$ cat config.mk
export PLATFORM = sky130hd
export DESIGN_NAME = perceptron_train_ctrl
export DESIGN_NICKNAME = d
export VERILOG_FILES = /design/src/rtl/perceptron_train_ctrl.sv
export SDC_FILE = /design/constraint.sdc
export NUM_CORES = 1
export LEC_CHECK = 0
export ABC_AREA = 1
export BUFFER_PORTS_ARGS = -buffer_cell sky130_fd_sc_hd__buf_2
export CAP_MARGIN = 15
export CORE_MARGIN = 2
export CORE_UTILIZATION = 48
export CTS_CLUSTER_SIZE = 20
export DETAILED_ROUTE_END_ITERATION = 7
export GPL_TIMING_DRIVEN = 0
export PLACE_DENSITY_LB_ADDON = 0.12
export SLEW_MARGIN = 20
export SYNTH_ARGS = -nofsm -noshare
export SYNTH_HDL_FRONTEND = slang
export SYNTH_SLANG_ARGS = --single-unit
$ cat constraint.sdc
create_clock -name clk -period 1.96 [get_ports clk]
set_input_delay 0.588 -clock clk [delete_from_list [all_inputs] [get_ports clk]]
set_output_delay 0.588 -clock clk [all_outputs]
set_load 0.05 [all_outputs]
$ cat src/rtl/perceptron_train_ctrl.sv
// perceptron_train_ctrl: epoch/sample sequencer for the perceptron weight/bias datapath.
// Runs epochs over N_SAMPLES samples and pulses per-sample load enables on misclassification.
// Stops when an epoch contains no update (converged).
// Optional feature macro: PTC_EPOCH_LIMIT_EN. When it is defined, training also stops after
// MAX_EPOCHS updating epochs (timeout). When it is undefined, timeout is tied low.
module perceptron_train_ctrl #(
    parameter int N_SAMPLES  = 4,
    parameter int N_WEIGHTS  = 2,
    parameter int MAX_EPOCHS = 16,
    localparam int SW = (N_SAMPLES > 1) ? $clog2(N_SAMPLES) : 1,
    localparam int EW = $clog2(MAX_EPOCHS + 1)
) (
    input  logic                 clk,
    input  logic                 rst_n,
    input  logic                 start,
    input  logic                 update,
    output logic                 ready,
    output logic [SW-1:0]        sample_idx,
    output logic [EW-1:0]        epoch_cnt,
    output logic                 init_params,
    output logic [N_WEIGHTS-1:0] ld_w,
    output logic                 ld_b,
    output logic                 enable_test,
    output logic                 converged,
    output logic                 timeout
);

    typedef enum logic [2:0] {
        IDLE,
        ARM,
        INIT,
        EPOCH,
        EVAL,
        NEXT,
        CHECK,
        TEST
    } state_t;

    localparam logic [SW-1:0] LAST_SAMPLE = SW'(N_SAMPLES - 1);
`ifdef PTC_EPOCH_LIMIT_EN
    localparam logic [EW-1:0] EPOCH_SAT  = EW'(MAX_EPOCHS);
    localparam logic [EW-1:0] EPOCH_LAST = EW'(MAX_EPOCHS - 1);
`else
    localparam logic [EW-1:0] EPOCH_SAT  = '1;
`endif

    state_t        state_q, state_d;
    logic [SW-1:0] sample_idx_q, sample_idx_d;
    logic [EW-1:0] epoch_cnt_q, epoch_cnt_d;
    logic          flag_q, flag_d;
    logic          converged_q, converged_d;
`ifdef PTC_EPOCH_LIMIT_EN
    logic          timeout_q, timeout_d;
`endif

    // Next-state and counter/status update logic.
    always_comb begin
        state_d      = state_q;
        sample_idx_d = sample_idx_q;
        epoch_cnt_d  = epoch_cnt_q;
        flag_d       = flag_q;
        converged_d  = converged_q;
`ifdef PTC_EPOCH_LIMIT_EN
        timeout_d    = timeout_q;
`endif
        case (state_q)
            IDLE: begin
                if (start) state_d = ARM;
            end
            ARM: begin
                // Training begins on the falling edge of start.
                if (!start) state_d = INIT;
            end
            INIT: begin
                epoch_cnt_d = '0;
                converged_d = 1'b0;
`ifdef PTC_EPOCH_LIMIT_EN
                timeout_d   = 1'b0;
`endif
                state_d     = EPOCH;
            end
            EPOCH: begin
                sample_idx_d = '0;
                flag_d       = 1'b0;
                state_d      = EVAL;
            end
            EVAL: begin
                if (update) flag_d = 1'b1;
                state_d = NEXT;
            end
            NEXT: begin
                if (sample_idx_q == LAST_SAMPLE) begin
                    state_d = CHECK;
                end else begin
                    sample_idx_d = sample_idx_q + SW'(1);
                    state_d      = EVAL;
                end
            end
            CHECK: begin
                if (!flag_q) begin
                    converged_d = 1'b1;
                    state_d     = TEST;
                end else begin
                    if (epoch_cnt_q != EPOCH_SAT) epoch_cnt_d = epoch_cnt_q + EW'(1);
                    state_d = EPOCH;
`ifdef PTC_EPOCH_LIMIT_EN
                    // Compare the pre-increment count so the limit hits on the MAX_EPOCHS-th epoch.
                    if (epoch_cnt_q == EPOCH_LAST) begin
                        timeout_d = 1'b1;
                        state_d   = TEST;
                    end
`endif
                end
            end
            TEST: begin
                state_d = IDLE;
            end
            default: begin
                state_d = IDLE;
            end
        endcase
    end

    // State and counter registers, asynchronously cleared.
    always_ff @(posedge clk or negedge rst_n) begin
        if (!rst_n) begin
            state_q      <= IDLE;
            sample_idx_q <= '0;
            epoch_cnt_q  <= '0;
            flag_q       <= 1'b0;
            converged_q  <= 1'b0;
`ifdef PTC_EPOCH_LIMIT_EN
            timeout_q    <= 1'b0;
`endif
        end else begin
            state_q      <= state_d;
            sample_idx_q <= sample_idx_d;
            epoch_cnt_q  <= epoch_cnt_d;
            flag_q       <= flag_d;
            converged_q  <= converged_d;
`ifdef PTC_EPOCH_LIMIT_EN
            timeout_q    <= timeout_d;
`endif
        end
    end

    // Output decode: state-based enables plus Mealy load enables in EVAL.
    always_comb begin
        ready       = (state_q == IDLE);
        init_params = (state_q == INIT);
        enable_test = (state_q == TEST);
        ld_b        = (state_q == EVAL) && update;
        ld_w        = ((state_q == EVAL) && update) ? '1 : '0;
        sample_idx  = sample_idx_q;
        epoch_cnt   = epoch_cnt_q;
        converged   = converged_q;
`ifdef PTC_EPOCH_LIMIT_EN
        timeout     = timeout_q;
`else
        timeout     = 1'b0;
`endif
    end

endmodule

==> impl_metrics.yaml, run 1 <==
finish:
  final_cell_mix: "nand2_1, buf_2, dfrtp_1"
  antennaDiodeCount: 0
  regArea_um2: 302
  fin_area_um2: 815
  layout-drive-gt1-share_pct: 30.8
  fillers: 126
  fin_util_pct: 63.4
  multi_input_area_um2: 292
  nets: 116
  final_common_cell: "nand2_1"
  syn2layout_area_growth_pct: 25.2
pwr:
  irDropWorstVdd_uv: 824
  p_leak_nw: 0.456
  p_per_area_mw_per_mm2: 1630
logic_synthesis:
  synth_area_per_cell_um2: 7.48
  syn_inst: 87
  yosysTopAreaCell: "dfrtp_1"
  synth_seq_cells: 12
  syn_nets: 94
  yosysUniqueCellTypes: 17
  synth_top_area_share_pct: 46.2
  yosysWarnings: 0
  seq_area_frac_synth_pct: 46.2
  syn_area_um2: 651
  netlist_top_cells_area: "dfrtp_1, nand2_1, nand3_1"
global_routing:
  grt_pass1_wl_mm: 1.98
  grtUsageTotal_pct: 18.7
  grt_remaining_overflow: 0
  grt_pass1_vias: 502
  grt_max_degree: 13
  antenna_found_initial: 0
worst_setup_path:
  arrival_ns: 1.29
  path_cells: "nor2_2 > nand3_1 > inv_1 > buf_4 > buf_6"
  r2r_cells: 10
  worstSetupEndpointType: "output port"
  critPathMaxFanout: 5
  setup.worst_path.class: "flip-flop to output port"
  slowest_delay_ns: 0.44
  crit_slowest_cell: "dfrtp_2"
  required_ns: 1.37
  startpoint_type: "flip-flop"
floorplanning:
  ios: 19
  die-area_mm2: 0.00167
  start_util_pct: 50.6
  rows: 13
  fp.dieW_um: 40.8
  fp.coreArea_mm2: 0.00128
  die_y_um: 40.8
sta:
  fin_setup_tns_ns: 0
  fin_worst_skew_ns: 0.00733
  slew_viol_final: 0
  setup_viol: 0
  rsz0062_at_grt: "false"
  min_period_ns: 1.87
  hold_viol: 0
  fmax_ghz: 0.534
  period_share_pct: 95.6
clocking:
  postCtsSetupBuffers: 0
  cts_buffers: 3
  clock_latency_ns: 0.26
  cts_tree: "done"
  root_buffer: "clkbuf_4"
  h-tree-depth: 1
  cts_hold_buf: 0
  cts_max_path_buffers: 2
  cts.sinks: 12
  clkTransAtPathRegs_ns: 0.07
drt:
  drc: 0
  drt_iter0_drc: 5
  drt_wl_total_mm: 1.28
  viasPerCell: 4.83
  ant_nets: 0
  wl_per_cell_um: 10.5
  vias: 589
  firstDrtPassIters: 4
placed_design:
  gp_congestion: 0.722
  placed_area_um2: 759
  io_buffers: 17
  dp_hpwl_mm: 1.01
outcome:
  outcome: "complete, no violations"
min_path:
  min_path_type: "input pin to asynchronous set/reset pin"
flow_run:
  cap_violations: 0
-- cell usage after synthesis --
| master | instances |
|---|---|
| a21oi_1 | 2 |
| buf_2 | 1 |
| buf_4 | 3 |
| conb_1 | 1 |
| dfrtp_1 | 12 |
| ha_1 | 3 |
| inv_1 | 9 |
| inv_2 | 2 |
| nand2_1 | 25 |
| nand3_1 | 8 |
| nor2_1 | 10 |
| nor2_2 | 1 |
| nor3_1 | 1 |
| o21ai_0 | 6 |
| o21ai_1 | 1 |
| or2_1 | 1 |
| or2_2 | 1 |
-- sequential cells by signal (all words and copies together), names as in the netlist --
register / flops
converged: 1
epoch_cnt: 5
flag_q: 1
sample_idx: 2
state_q: 3
-- logic make-up (layout without fill, tap and decap cells) --
family | after synthesis | count (layout) | share of synthesized area (%)
fa+ha+maj | 3 | 3 | 5.77
buf+inv | 15 | 35 | 10.6
other cells | 1 | 1 | 0.576
flops | 12 | 12 | 46.2
compound gates | 9 | 9 | 6.92
simple gates | 47 | 47 | 30.0
-- worst max-delay path: cells and delay by family (launching register included) --
family,cells,cell delay (ns)
simple gates,2,0.22
buf+inv,3,0.35
flops,1,0.44
-- power breakdown --
group / leakage [nW] / internal (mW) / switching, mW
clock network: 0.0138 / 0.0709 / 0.0734
logic: 0.287 / 0.213 / 0.549
registers: 0.156 / 0.337 / 0.0823
-- worst paths after layout --
check                        startpoint      endpoint  slack [ns]
max                          state_q[1]       ld_w[0]        0.09
min                               rst_n  epoch_cnt[0]        0.19
max reg2reg                epoch_cnt[0]  epoch_cnt[3]        0.39
min reg2reg                   converged     converged        0.48
max in group asynchronous         rst_n    state_q[1]        1.54
min in group clk              converged     converged        0.48
-- timing repair --
action                                  CTS  global route
resized for setup                         3            11
endpoints found under the setup margin    3             6
pin swaps                                 0             0
-- area by class of cell --
type                            instances  share of cell area [%]
Sequential cell                        12                    37.0
Timing Repair Buffer                   17                    13.7
Inverter                               11                    5.07
Buffer                                  4                    3.38
Multi-Input combinational cell         60                    35.8
Clock buffer                            3                    2.76
Tap cell                               15                    2.30
-- through the flow --
step	setup WS [ns]	power, mW	hold WS (ns)	std cells
finish	0.0860	1.33	0.187	122
detailed placement	0.174	1.14	0.463	119
floorplan	0.0735	0.986	0.292	87
global route	0.00523	1.43	0.203	122
global placement	0.190	1.13	0.463	119
CTS	0.0116	1.30	0.188	122
-- per-layer routing --
metal  track usage, %  vias to the layer above  part of all wire, %
li1                 -                      311                    -
met1             22.9                      263                   47
met2             29.7                       13                   48
met3             3.26                        2                  3.5
met4             12.5                        0                  1.2
met5                0                        -                    0
Note: power is estimated with default switching activity, not from simulation.
==> run 2: changes to the inputs <==
--- a/config.mk
+++ b/config.mk
@@ -14,6 +14,7 @@
 export DETAILED_ROUTE_END_ITERATION = 7
 export GPL_TIMING_DRIVEN = 0
 export PLACE_DENSITY_LB_ADDON = 0.12
+export SETUP_SLACK_MARGIN = 0.1
 export SLEW_MARGIN = 20
 export SYNTH_ARGS = -nofsm -noshare
 export SYNTH_HDL_FRONTEND = slang
==> run 2 against run 1 <==
Against the previous run:
- maximum frequency increased by 0.91%
- combinational power up 14%
- cell area grew 8.1%
- flip-flop and latch count unchanged
- die area unchanged
- first-iteration DRC count decreased by 60%
- global-route usage grew 2.4 points
- setup slack improved by 0.017 ns
- critical path depth unchanged
- clock skew decreased by 0.0062 ns
- largest cell class is now multi-input gates
- largest power group unchanged
==> impl_metrics.yaml, run 2 (synthesis results as in run 1) <==
drt:
  drc: 0
  drt_wl_total_mm: 1.34
  viasPerCell: 5.03
  ant_nets: 0
  firstDrtPassIters: 4
  vias: 629
  drt_iter0_drc: 2
  wl_per_cell_um: 10.7
finish:
  syn2layout_area_growth_pct: 35.4
  antennaDiodeCount: 0
  largest_reg_flops: 5
  final_cell_mix: "nand2_1, buf_2, dfrtp_1"
  regArea_um2: 303
  layout-drive-gt1-share_pct: 35.5
  nets: 119
  multi_input_area_um2: 309
  final_common_cell: "nand2_1"
  fillers: 113
worst_setup_path:
  crit_slowest_cell: "dfrtp_2"
  r2r_cells: 10
  worstSetupEndpointType: "output port"
  timing.rr.start: "epoch_cnt[0]"
  r2r_slack_ns: 0.42
  setup.worst_path.class: "flip-flop to output port"
  arrival_ns: 1.27
  path_cells: "nor2_4 > nand3_4 > clkinvlp_4 > buf_4 > buf_8"
  critPathMaxFanout: 3
  required_ns: 1.37
  startpoint_type: "flip-flop"
  reg2reg_to: "epoch_cnt[3]"
  slowest_delay_ns: 0.44
placed_design:
  gp_congestion: 0.785
  io_buffers: 17
  dp_hpwl_um: 974
  dp_slack_ns: 0.0994
pwr:
  power_frac_clock_pct: 10.3
  swShare_pct: 52.1
  power_frac_seq_pct: 29.3
  irDropWorstVdd_uv: 846
  p_per_area_mw_per_mm2: 1630
  p_int_mw: 0.690
  p_leak_nw: 0.468
  power.switching_mw: 0.749
  combPwrFrac_pct: 60.4
global_routing:
  grt_pass1_vias: 553
  grt_remaining_overflow: 0
  antenna_found_initial: 0
  grt_max_degree: 13
  grt_pass1_wl_mm: 2.19
  grtUsageTotal_pct: 21.2
sta:
  rsz0062_at_grt: "true"
  min_period_ns: 1.86
  slew_viol_final: 0
  hold_viol: 0
  setup_viol: 0
  fmax_ghz: 0.538
  fin_worst_skew_ns: 0.00109
  fin_setup_tns_ns: 0
  period_share_pct: 94.8
  setup_slack_ns: 0.103
min_path:
  min_path_type: "input pin to asynchronous set/reset pin"
floorplanning:
  rows: 13
  die_y_um: 40.8
  ios: 19
  die-area_mm2: 0.00167
  fp.dieW_um: 40.8
  start_util_pct: 50.6
  fp.coreArea_mm2: 0.00128
clocking:
  cts_max_path_buffers: 2
  cts.sinks: 12
  root_buffer: "clkbuf_4"
  cts_tree: "done"
  clkTransAtPathRegs_ns: 0.07
  h-tree-depth: 1
  cts_buffers: 3
  clock_latency_ns: 0.27
outcome:
  outcome: "complete, no violations"
flow_run:
  cap_violations: 0
[run 2: critical path: cells and delay by family, from the launching register on]
kind,cells,cell delay (ns)
buffers and inverters,3,0.33
flip-flops,1,0.44
AND/OR/NAND/NOR,2,0.23
[run 2: cell type report]
cell class / instances / share of cell area, %
buffer: 4 / 3.84
clock buffer: 3 / 2.56
inverter: 11 / 5.11
multi-input combinational: 60 / 35.1
sequential: 12 / 34.4
tap: 15 / 2.13
timing repair buffer: 20 / 16.9
[run 2: layer usage]
metal / vias to the layer above / GRT usage [%] / routed length (um)
met5: - / 0 / 0
met4: 0 / 12.5 / 31
met3: 5 / 8.15 / 61
met2: 15 / 36.3 / 692
met1: 288 / 21.3 / 552
li1: 321 / - / -
[run 2: per-stage QoR]
stage                     hold WS (ns)  total power, mW  util [%]  cells  area (um2)
after floorplan                  0.292            0.989         -     87         659
after global placement           0.463             1.13      59.4    119         763
after detailed placement         0.462             1.14      59.4    119         763
after CTS                        0.187             1.40      66.5    124         855
after global routing             0.188             1.56      68.5    125         881
final                            0.186             1.44      68.5    125         881
[run 2: power by group through the flow]
stage,clock (mW),sequential [mW],combinational (mW)
2_1_floorplan,0,0.567,0.422
3_3_place_gp,0,0.415,0.717
3_5_place_dp,0,0.420,0.724
4_1_cts,0.152,0.418,0.832
5_1_grt,0.169,0.438,0.957
6_report,0.148,0.421,0.870
[run 2: what timing repair did]
item,CTS,global route
hold buffers,0,0
endpoints found under the setup margin,6,6
gates resized for setup,17,6
buffers inserted,2,1
pin swaps,1,1
[run 2: worst max path at each step]
stage | startpoint | endpoint | slack (ns) | cells after the start
3_5_place_dp | update | ld_w[0] | 0.1 | 5
3_3_place_gp | update | ld_w[1] | 0.12 | 5
6_report | state_q[0] | ld_w[1] | 0.10 | 5
2_1_floorplan | update | ld_w[0] | 0.10 | 3
4_1_cts | state_q[0] | init_params | 0.1 | 4
5_1_grt | state_q[0] | init_params | 0.04 | 4
==> run 3: changes to the inputs <==
--- a/config.mk
+++ b/config.mk
@@ -12,6 +12,7 @@
 export CORE_UTILIZATION = 48
 export CTS_CLUSTER_SIZE = 20
 export DETAILED_ROUTE_END_ITERATION = 7
+export GPL_ROUTABILITY_DRIVEN = 0
 export GPL_TIMING_DRIVEN = 0
 export PLACE_DENSITY_LB_ADDON = 0.12
 export SETUP_SLACK_MARGIN = 0.1
==> constraint.sdc (replaced) <==
create_clock -name clk -period 2.06 [get_ports clk]
set_input_delay 0.618 -clock clk [delete_from_list [all_inputs] [get_ports clk]]
set_output_delay 0.618 -clock clk [all_outputs]
set_load 0.05 [all_outputs]
==> run 3 against run 2 <==
Against the previous run:
- power decreased by 10%
- first-iteration DRC count increased to 5.5 times the previous value
- clock power decreased by 7%
- cell count decreased by 0.80%
- clock skew increased by 0.0055 ns
- global-route usage decreased by 2.1 points
- routed wire length decreased by 4.6%
- critical path depth unchanged
- die area unchanged
- critical endpoint is now ld_w[0]
==> impl_metrics.yaml, run 3 (synthesis results as in run 1) <==
clocking:
  cts_hold_buf: 0
  cts_max_path_buffers: 2
  clkTransAtPathRegs_ns: 0.07
  cts.sinks: 12
  root_buffer: "clkbuf_4"
  cts_buffers: 3
  cts_tree: "done"
  clock_latency_ns: 0.27
  h-tree-depth: 1
placed_design:
  placed_area_um2: 759
  io_buffers: 17
  dp_hpwl_mm: 1.01
floorplanning:
  die-area_mm2: 0.00167
  ios: 19
  die_y_um: 40.8
  rows: 13
  start_util_pct: 50.6
  fp.coreArea_mm2: 0.00128
  fp.dieW_um: 40.8
finish:
  antennaDiodeCount: 0
  syn2layout_area_growth_pct: 27.5
  final_common_cell: "nand2_1"
  nets: 118
  largest_reg_flops: 5
  fin_area_um2: 830
  final_cell_mix: "nand2_1, buf_2, dfrtp_1"
  layout-drive-gt1-share_pct: 32.1
  fillers: 124
global_routing:
  antenna_found_initial: 0
  grt_pass1_vias: 508
  grt_util_met2_pct: 30.1
  grt_remaining_overflow: 0
  grtUsageTotal_pct: 19.1
  grt_use_met1_pct: 23.6
  grt-busiest-layer: "met2"
  grt_max_degree: 13
  use_met3_pct: 3.26
  grt_pass1_wl_mm: 2.02
drt:
  vias: 600
  drt_wl_total_mm: 1.28
  wl_per_cell_um: 10.3
  drc: 0
  ant_nets: 0
  firstDrtPassIters: 4
  drt_iter0_drc: 11
  viasPerCell: 4.84
sta:
  hold_viol: 0
  min_period_ns: 1.89
  fin_setup_tns_ns: 0
  slew_viol_final: 0
  fmax_ghz: 0.528
  fin_worst_skew_ns: 0.00658
  rsz0062_at_grt: "true"
  setup_viol: 0
  period_share_pct: 92.0
pwr:
  p_per_area_mw_per_mm2: 1550
  irDropWorstVdd_uv: 784
  p_leak_nw: 0.467
worst_setup_path:
  startpoint_type: "flip-flop"
  required_ns: 1.44
  worstSetupEndpointType: "output port"
  critPathMaxFanout: 5
  arrival_ns: 1.28
  setup.worst_path.class: "flip-flop to output port"
min_path:
  min_path_type: "input pin to asynchronous set/reset pin"
flow_run:
  cap_violations: 0
outcome:
  outcome: "complete, no violations"
==> run 3: timing repair <==
action                                  CTS  global route
buffers inserted                          1             1
pin swaps                                 0             1
endpoints found under the setup margin    5             6
resized for setup                         5             8
==> run 3: per-stage QoR <==
| stage | setup WS (ns) | std cells | utilization (%) | hold slack, ns | total power, mW |
|---|---|---|---|---|---|
| CTS | 0.107 | 123 | 62.4 | 0.218 | 1.26 |
| global route | 0.0855 | 124 | 64.6 | 0.233 | 1.40 |
| detailed placement | 0.214 | 119 | 59.1 | 0.463 | 1.09 |
| floorplan | 0.114 | 87 | - | 0.322 | 0.938 |
| global placement | 0.230 | 119 | 59.1 | 0.463 | 1.07 |
| finish | 0.166 | 124 | 64.6 | 0.215 | 1.29 |
==> run 3: area by class of cell <==
class                           count  area, um2  share of cell area, %
Tap cell                           15       18.8                   2.26
Clock buffer                        3       22.5                   2.71
Inverter                           11       41.3                   4.98
Sequential cell                    12        302                   36.3
Timing Repair Buffer               19        126                   15.2
Buffer                              4       27.5                   3.32
Multi-Input combinational cell     60        292                   35.1
==> run 3: final timing paths <==
| path | slack, ns | endpoint | startpoint | depth (start not counted) |
|---|---|---|---|---|
| max | 0.17 | ld_w[0] | state_q[0] | 5 |
| min | 0.21 | epoch_cnt[0] | rst_n | 1 |
| max reg2reg | 0.50 | epoch_cnt[3] | epoch_cnt[0] | 10 |
| min reg2reg | 0.48 | converged | converged | 2 |
| max in group asynchronous | 1.61 | state_q[0] | rst_n | 1 |
| min in group clk | 0.48 | converged | converged | 2 |
==> run 3: power by group <==
part	total, mW	switching (mW)	internal [mW]
Combinational	0.757	0.531	0.226
Sequential	0.394	0.0737	0.321
Clock	0.138	0.0707	0.0675
==> run 3: metal layers <==
metal	part of all wire, %	wire length [um]
met1	46	589
met2	48	615
met3	3.4	43
met4	2.3	29
met5	0	0
==> run 3: worst max-delay path: stages (launching register included) <==
cell     delay (ns)
dfrtp_2        0.44
nor2_2         0.13
nand3_1        0.10
inv_1          0.10
buf_4          0.11
buf_6          0.14
